==> src/rtl/sseg_ctrl_pkg.sv <==
// Shared types and constants for the seven-segment display controller.
package sseg_ctrl_pkg;

    typedef enum logic [2:0] {
        StInit,
        StIdle,
        StLoad,
        StSend,
        StWait,
        StNext
    } state_e;

    // Display register addresses.
    localparam logic [7:0] RegDecode    = 8'h09;
    localparam logic [7:0] RegIntensity = 8'h0A;
    localparam logic [7:0] RegScanLimit = 8'h0B;
    localparam logic [7:0] RegShutdown  = 8'h0C;
    localparam logic [7:0] RegDispTest  = 8'h0F;
    localparam logic [7:0] RegDigitBase = 8'h01;

    // Number of packets in the configuration sequence.
    localparam int unsigned InitLen = 5;

    // Select digit nibble i (0 = digit 1) from the packed digit word.
    function automatic logic [3:0] digit_nibble(input logic [31:0] d, input logic [2:0] i);
        return d[{i, 2'b00} +: 4];
    endfunction

endpackage

==> src/rtl/sseg_cfg_rom.sv <==
// Configuration table: INIT index -> {register address, data byte}.
module sseg_cfg_rom
    import sseg_ctrl_pkg::*;
#(
    parameter logic [3:0] INTENSITY  = 4'h8,
    parameter logic [2:0] SCAN_LIMIT = 3'h7
) (
    input  logic [2:0] idx,
    output logic [7:0] addr,
    output logic [7:0] dat
);

    // Pure lookup; indices past the table map to zero.
    always_comb begin
        addr = 8'h00;
        dat  = 8'h00;
        case (idx)
            3'd0: begin addr = RegShutdown;  dat = 8'h01;               end
            3'd1: begin addr = RegDecode;    dat = 8'hFF;               end
            3'd2: begin addr = RegIntensity; dat = {4'h0, INTENSITY};   end
            3'd3: begin addr = RegScanLimit; dat = {5'h00, SCAN_LIMIT}; end
            3'd4: begin addr = RegDispTest;  dat = 8'h00;               end
            default: begin addr = 8'h00; dat = 8'h00; end
        endcase
    end

endmodule

==> src/rtl/sseg_ctrl.sv <==
// Seven-segment display controller: sends the configuration sequence after reset,
// then digit frames on request, on a pending request, or on periodic refresh.
module sseg_ctrl
    import sseg_ctrl_pkg::*;
#(
    parameter logic [3:0]  INTENSITY   = 4'h8,
    parameter logic [2:0]  SCAN_LIMIT  = 3'h7,
    parameter int unsigned REFRESH_CYC = 100000,
    parameter int unsigned TIMEOUT_CYC = 1024
) (
    input  logic        clk,
    input  logic        rst,
    input  logic [31:0] digits,
    input  logic        upd,
    input  logic        pkt_done,
    output logic        pkt_req,
    output logic [7:0]  pkt_addr,
    output logic [7:0]  pkt_dat,
    output logic        busy,
    output logic        init_done
);

    state_e      state_q, state_d;
    logic [2:0]  idx_q, idx_d;
    logic        init_q, init_d;
    logic        pend_q, pend_d;
    logic [31:0] tmo_q, tmo_d;
    logic [31:0] ref_q, ref_d;
    logic [31:0] dig_q, dig_d;
    logic [7:0]  addr_q, addr_d;
    logic [7:0]  dat_q, dat_d;
    logic        load_pkt;
    logic [7:0]  rom_addr, rom_dat;

    // The ROM is addressed with the next index so the packet registers load on entry to SEND.
    sseg_cfg_rom #(
        .INTENSITY (INTENSITY),
        .SCAN_LIMIT(SCAN_LIMIT)
    ) u_cfg_rom (
        .idx (idx_d),
        .addr(rom_addr),
        .dat (rom_dat)
    );

    // Next-state, counters and packet latch control.
    always_comb begin
        state_d  = state_q;
        idx_d    = idx_q;
        init_d   = init_q;
        pend_d   = pend_q;
        tmo_d    = '0;
        ref_d    = '0;
        dig_d    = dig_q;
        addr_d   = addr_q;
        dat_d    = dat_q;
        load_pkt = 1'b0;

        if (upd && (state_q != StIdle)) begin
            pend_d = 1'b1;
        end

        unique case (state_q)
            StInit: begin
                state_d  = StSend;
                load_pkt = 1'b1;
            end
            StIdle: begin
                if (upd || pend_q || (ref_q == 32'(REFRESH_CYC - 1))) begin
                    state_d = StLoad;
                end else begin
                    ref_d = ref_q + 32'd1;
                end
            end
            StLoad: begin
                dig_d    = digits;
                idx_d    = '0;
                state_d  = StSend;
                load_pkt = 1'b1;
            end
            StSend: begin
                state_d = StWait;
            end
            StWait: begin
                if (pkt_done) begin
                    state_d = StNext;
                end else if (tmo_q == 32'(TIMEOUT_CYC - 1)) begin
                    // Retry: packet registers are untouched, so the same packet goes out.
                    state_d = StSend;
                end else begin
                    tmo_d = tmo_q + 32'd1;
                end
            end
            StNext: begin
                idx_d = idx_q + 3'd1;
                if (!init_q && (idx_q == 3'(InitLen - 1))) begin
                    state_d = StLoad;
                    init_d  = 1'b1;
                    idx_d   = '0;
                end else if (init_q && (idx_q == 3'd7)) begin
                    state_d = StIdle;
                end else begin
                    state_d  = StSend;
                    load_pkt = 1'b1;
                end
            end
            default: begin
                state_d = StInit;
            end
        endcase

        // A frame about to start absorbs any outstanding request.
        if ((state_d == StLoad) && (state_q != StLoad)) begin
            pend_d = 1'b0;
        end

        if (load_pkt) begin
            if (init_d) begin
                addr_d = RegDigitBase + {5'h00, idx_d};
                dat_d  = {4'h0, digit_nibble(dig_d, idx_d)};
            end else begin
                addr_d = rom_addr;
                dat_d  = rom_dat;
            end
        end
    end

    // State and datapath registers with synchronous reset.
    always_ff @(posedge clk) begin
        if (rst) begin
            state_q <= StInit;
            idx_q   <= '0;
            init_q  <= 1'b0;
            pend_q  <= 1'b0;
            tmo_q   <= '0;
            ref_q   <= '0;
            dig_q   <= '0;
            addr_q  <= '0;
            dat_q   <= '0;
        end else begin
            state_q <= state_d;
            idx_q   <= idx_d;
            init_q  <= init_d;
            pend_q  <= pend_d;
            tmo_q   <= tmo_d;
            ref_q   <= ref_d;
            dig_q   <= dig_d;
            addr_q  <= addr_d;
            dat_q   <= dat_d;
        end
    end

    // Outputs are forced to their reset values for the whole time rst is high.
    always_comb begin
        pkt_req   = (state_q == StSend) && !rst;
        pkt_addr  = rst ? 8'h00 : addr_q;
        pkt_dat   = rst ? 8'h00 : dat_q;
        busy      = rst || (state_q != StIdle);
        init_done = init_q && !rst;
    end

endmodule

==> config.mk <==
export PLATFORM = sky130hd
export DESIGN_NAME = sseg_ctrl
export DESIGN_NICKNAME = d
export VERILOG_FILES = /design/src/rtl/sseg_ctrl_pkg.sv /design/src/rtl/sseg_cfg_rom.sv /design/src/rtl/sseg_ctrl.sv
export SDC_FILE = /design/constraint.sdc
export NUM_CORES = 1
export LEC_CHECK = 0
export CAP_MARGIN = 25
export CORE_UTILIZATION = 61
export CTS_CLUSTER_DIAMETER = 150
export DETAILED_ROUTE_END_ITERATION = 8
export PLACE_DENSITY = 0.85
export SYNTH_ARGS = -nofsm -noshare
export SYNTH_HDL_FRONTEND = slang
export SYNTH_SLANG_ARGS = --single-unit
==> constraint.sdc <==
create_clock -name clk -period 4.8 [get_ports clk]
set_input_delay 1.44 -clock clk [delete_from_list [all_inputs] [get_ports clk]]
set_output_delay 1.44 -clock clk [all_outputs]
set_load 0.02 [all_outputs]
Yosys cells after proc, flatten, opt, wreduce, memory -nomap -nowiden
Index checks and enable logic that the tools add are counted.
- equality and inequality tests: 16
- shift operators: 1
- multiplexer cells: 20
- add/sub/neg operators: 4
- reductions and logical operators: 17
- bitwise gates (word level): 2
- operators with widths (operator ; count):
    $add 32x1->32 const B ; 2
    $eq 32x10->1 const B ; 1
    $eq 32x17->1 const B ; 1
    $mux 32 ; 1
    $mux 8 ; 4
    $pmux 8 s4 ; 1
    $shiftx 32x6->4 ; 1
    $pmux 4 s5 ; 1
    $eq 3x2->1 const B ; 5
    $eq 3x3->1 const B ; 5
    $pmux 3 s5 ; 1
    $mux 3 ; 4
    $eq 3x1->1 const B ; 2
    $logic_and 1x1->1 ; 6
    $logic_not 3->1 ; 2
    $pmux 3 s2 ; 1
    $add 1x3->4 const A ; 1
    $mux 1 ; 4
    $mux 2 ; 2
    $reduce_or 2->1 ; 2
    $reduce_or 4->1 ; 1
    $add 3x1->3 const B ; 1
    $logic_or 1x1->1 ; 3
    $ne 3x1->1 const B ; 1
    other kinds (5) ; 7
- output and inout bits: 19
- register bits after elaboration: 120
- input port bits: 36
- logic and storage cells: 69

Depth between registers and ports, before layout
Gate-level depths: netlist of run 1.
- word-level depth: 8
- mapped depth: 12
- gate-level depth less buffers: 10

Hierarchy
A second synthesis of run 1 with hierarchy kept.
- cells, all modules: 676
- area, all modules: 5595.4 sq um
- by module, submodules not included (module ; sequential area each (sq um) ; area each (sq um) ; cells each ; instances):
    sseg_ctrl ; 2402.3 ; 5464.0 ; 657 ; 1
    sseg_cfg_rom ; 0.0 ; 131.4 ; 19 ; 1

Worst setup path after synthesis of run 1
OpenSTA, ideal clock, no wires.
- path kind: input to output
- from: in rst
- to: out pkt_dat[5]
- data arrival time: 2.487 ns
- required time: 3.360 ns
- stages on the path: 4
- path slack: 0.873 ns
- buffers on the path: 3
- cell sequence: clkbuf_1 clkbuf_1 nor2b_1 buf_4
- cells in the longest elaborated chain, start to end: 1
- RTL lines (what ; RTL line ; text):
    from (decl) ; sseg_ctrl.sv:12 ; input logic rst,
    $mux 8 ; sseg_ctrl.sv:156 ; pkt_dat = rst ? 8'h00 : dat_q;
    to (decl) ; sseg_ctrl.sv:18 ; output logic [7:0] pkt_dat,
No other way between the ends.

Worst setup path in the final report of run 1
- from: in rst
- to: out pkt_req
- cells in the longest elaborated chain, start to end: 2
- RTL lines (what ; RTL line ; text):
    $logic_not 1->1 ; sseg_ctrl.sv:154 ; pkt_req = (state_q == StSend) && !rst;
    $logic_and 1x1->1 ; sseg_ctrl.sv:154 ;
    to (decl) ; sseg_ctrl.sv:16 ; output logic pkt_req,
No other way between the ends.

==> impl_metrics.toml, run 1 <==
[critical_path]
rr_worst_depth = 8
end_kind = "output port"
required_ps = 3360
arrival_ps = 2770
start_kind = "primary input"
worst-path-max-fanout = 6
crit_type = "primary input to output port"

[place]
placed_cell_area_mm2 = 0.00599
port_buffers = 50
place_hpwl_um = 8540
gp_congestion = 0.833

[die]
fp.dieW_um = 97.0
coreArea_mm2 = 0.00872
io_pins = 55
initial_core_util = 0.631
die_h_um = 97.0
dieArea_mm2 = 0.00941
row_count = 34

[synth]
ys_seq_elements = 113
postSynthAreaPerCell_um2 = 8.09
syn_inst = 680
synth-main-ff-cell = "dfxtp_1"
synth_cell_types = 66
synth_enable_flop_cells = 0
ys_seq_area_frac = 0.411
mappedNetlistArea_mm2 = 0.00550
synthTopCellsByCount = "dfxtp_1, nor2_1, nand2_1, a21oi_1, xor2_1"
synth.most_common_cell = "dfxtp_1"
async_reset_ff_frac = 0
post-synth-top-area-fraction = 0.411
synth_area_leaders = "dfxtp_1, nor2_1, nand2_1"
ys_warn_count = 0
yosysTopAreaCell = "dfxtp_1"

[sta]
rsz0062_at_grt = "false"
skew_ps = 8.52
slew_viol_final = 0
setup_violations = 0
hold_viol = 0
fin_setup_tns_ps = 0
worst_pin_slew_ps = 924
slew_headroom = 0.378
hold_ws_ps = 454
period_minus_slack_ps = 4210
timing.fmax_mhz = 237
min_period_over_period = 0.878

[pwr]
p_per_area_mw_per_mm2 = 390
p_total_mw = 2.58
vdd_drop_max_uv = 273
p_leak_nw = 2.33

[drt]
drtIter0Drc = 235
avgRoutedWirePerCell_um = 15.4
firstDrtPassIters = 5
routed_wirelength_um = 12900
viasPerCell = 5.88
vias = 4925
drc = 0
ant_nets = 0

[clock_tree]
clk_path_buf_depth = 2
cts_resized = 0
htreeDepth = 4
path_clk_slew_ps = 60
cts_tree = "done"
clock-sinks = 113
ctsHoldBuffers = 0
cts_made_buffers = 17
post_cts_buffers = 0
clkLatencyLatePin_ps = 520
cts-root-buf = "clkbuf_8"

[global_routing]
overflow = 0
grt_max_degree = 38
grt_pass1_vias = 4866
antenna_found_initial = 0
grt_pass1_wl_um = 21500
grt_usage = 0.279

[layout]
layout-drive-gt1-share = 0.0864
design_area_mm2 = 0.00663
n_antenna_cell = 0
final_nets = 762
area_growth_syn_to_layout_pct = 20.4
fillers = 636
post-route-util = 0.760

[worst_hold_path]
min_path_cells = 2
hp-class = "flip-flop to flip-flop"

[job]
maxCapViolations = 0

[run_status]
status = "finished, final reports clean"
per-stage QoR:
stage / worst slack, ps / instances
final: 586 / 837
after global routing: 541 / 837
after CTS: 601 / 836
after detailed placement: 600 / 804
after global placement: 613 / 803
after floorplan: 873 / 683
cell usage in the layout (no fill, tap or decap), types with 6 or more instances in the layout:
cell               n
nand3_1           28
nor2_1            97
and3_1            12
mux2i_1            9
dfxtp_1          113
clkbuf_16         16
nor2b_1           12
nor3_1            14
a21oi_1           44
inv_1             13
nor4_1            12
or3_1              6
and4_1             9
nand4_1           12
ha_1              10
xor2_1            36
nand2_1           96
o21ai_0           22
clkdlybuf4s50_1   49
xnor2_1           18
area by class of cell:
type                       count  area, µm²  area share
inverter                      16       60.1     0.00906
clock inverter                14        180      0.0272
sequential                   113       2260       0.341
clock buffer                  18        428      0.0646
tap                          108        135      0.0204
timing repair buffer          55        561      0.0846
multi-input combinational    513       3000       0.453
metal layers:
layer / wire (µm) / track usage
met5: 0 / 0
met4: 387 / 0.134
met3: 767 / 0.0780
met2: 6490 / 0.479
met1: 5220 / 0.317
power by group:
part / switching, mW / total, mW / internal [mW]
Clock: 0.465 / 1.28 / 0.811
Sequential: 0.0298 / 1.01 / 0.981
Combinational: 0.172 / 0.297 / 0.125
worst max-delay path: stages:
cell and delay, ps:
buf_2 140, nor4b_1 480, clkdlybuf4s50_1 710
worst paths after layout:
path         startpoint  slack, ps   endpoint
max reg2reg  state_q[2]       1680   dat_q[0]
min reg2reg   dig_q[17]        450  dig_q[17]
max                 rst        590    pkt_req
min           dig_q[17]        450  dig_q[17]
flip-flops by register name, indices dropped and copies added (netlist names):
signal and count:
dat_q 5, init_q 1, pend_q 1, state_q 3, dig_q 32, idx_q 3
addr_q 4, tmo_q 32, ref_q 32
cell families (layout without fill, tap and decap cells):
logic type,count (synthesis),in the layout,share of synthesized area
fa+ha+maj,10,10,0.0227
simple gates,322,322,0.280
compound gates,111,111,0.131
buf+inv,57,103,0.0464
flops,113,113,0.411
mux,12,12,0.0225
other cells,1,4,0.000681
xor+xnor,54,54,0.0859
(Power assumes the default switching activity.)
==> run 2: changes to the inputs <==
CORE_UTILIZATION = 45   (was 61)
PLACE_DENSITY = 0.65   (was 0.85)
==> run 2 against run 1 <==
Wire length decreased by 5.1%. Count of clock-buffer cells in the layout increased by 9. Sequential power about the same. Worst setup slack got worse by 56 ps. Critical endpoint unchanged.
==> impl_metrics.toml, run 2 (same netlist as run 1, synthesis figures left out) <==
[sta]
slew_headroom = 0.407
hold_viol = 0
period_minus_slack_ps = 4270
hold_ws_ps = 451
min_period_over_period = 0.890
setup_violations = 0
skew_ps = 7.41
slew_viol_final = 0
worst_pin_slew_ps = 882
timing.fmax_mhz = 234
rsz0062_at_grt = "false"
fin_setup_tns_ps = 0

[clock_tree]
clock-sinks = 113
cts_made_buffers = 17
post_cts_buffers = 0
cts_resized = 0
cts_tree = "done"
htreeDepth = 4
clkLatencyLatePin_ps = 400
ctsHoldBuffers = 0
cts-root-buf = "clkbuf_16"
path_clk_slew_ps = 50
clk_path_buf_depth = 2

[drt]
firstDrtPassIters = 4
routed_wirelength_um = 12200
avgRoutedWirePerCell_um = 13.9
viasPerCell = 5.37
vias = 4701
drc = 0
drtIter0Drc = 264
ant_nets = 0

[critical_path]
cpPeakStageDelay_ps = 710
end_kind = "output port"
required_ps = 3360
cp.buffers_inverters = 2
slowest_stage = "clkdlybuf4s50_1"
worst-path-max-fanout = 14
start_kind = "primary input"
cp_top_family = "buffers and inverters"
crit_type = "primary input to output port"
arrival_ps = 2830
r2r_slack_ps = 1850
worstPathCellList = "buf_2, nor4b_1, clkdlybuf4s50_1"

[global_routing]
overflow = 0
grt_pass1_vias = 4408
grt_pass1_wl_um = 20400
grt_usage = 0.200
antenna_found_initial = 0
grt_max_degree = 38

[layout]
layout-drive-gt1-share = 0.0809
final_nets = 762
area_growth_syn_to_layout_pct = 19.9
n_antenna_cell = 0
largest_registers = "dig_q: 32 flops, ref_q: 32 flops, tmo_q: 32 flops"
layout_commonest_cell = "dfxtp_1"
final_cell_mix = "dfxtp_1, nor2_1, nand2_1"

[die]
die_h_um = 113
fp.dieW_um = 113
row_count = 40
initial_core_util = 0.460
io_pins = 55
dieArea_mm2 = 0.0127
coreArea_mm2 = 0.0120

[pwr]
p_leak_nw = 2.30
vdd_drop_max_uv = 298
p_per_area_mw_per_mm2 = 370

[place]
place_hpwl_um = 8300
gp_congestion = 0.834
port_buffers = 50

[worst_hold_path]
hp-class = "flip-flop to flip-flop"

[run_status]
status = "finished, final reports clean"

[job]
maxCapViolations = 0
## run 2: cell types whose count changed in the layout (fill, tap and decap cells not counted), sizes merged
cell / delta
clkinv: -1
inv: -3
bufinv: -3
clkinvlp: -2
clkbuf: +9
## run 2: stage by stage
step	instance area [µm²]	std cells	util	setup WS (ps)	total power [mW]
6_report	6600	876	0.552	530	2.44
5_1_grt	6600	876	0.552	483	2.54
4_1_cts	6580	875	0.550	465	2.46
3_5_place_dp	6030	843	0.504	471	1.32
3_3_place_gp	6030	843	0.504	484	1.31
2_1_floorplan	5520	683	-	873	1.22
## run 2: final timing paths
path                                 start         to  cells after the start
worst min-delay path              dig_q[5]   dig_q[5]                      2
worst max register to register  state_q[2]  addr_q[2]                      9
worst min register to register    dig_q[5]   dig_q[5]                      2
worst max-delay path                   rst    pkt_req                      3
## run 2: metal layers
metal | GRT usage | vias to the layer above | routed length (µm)
li1 | - | 2413 | -
met1 | 0.246 | 2198 | 5710
met2 | 0.341 | 81 | 5960
met3 | 0.0545 | 9 | 431
met4 | 0.0613 | 0 | 92
met5 | 0 | - | 0
## run 2: final cells by class
cell class	count	area [µm²]
multi-input combinational	513	3000
clock buffer	27	523
sequential	113	2260
clock inverter	5	25.0
fill	1126	5360
tap	147	184
timing repair buffer	55	541
inverter	16	60.1
## run 2: worst reg2reg max path, stage by stage (launching register included)
cell and delay (ps):
dfxtp_1 480, or3b_1 440, buf_4 250, a32oi_4 600, inv_2 200, ha_1 300
ha_1 290, a21oi_1 130, nor2_1 50, nor3_1 140
## run 2: power by group
part	leakage [nW]	total, mW	internal [mW]	switching (mW)
clock	0.277	1.14	0.737	0.405
combinational	1.11	0.289	0.123	0.166
sequential	0.916	1.01	0.982	0.0279
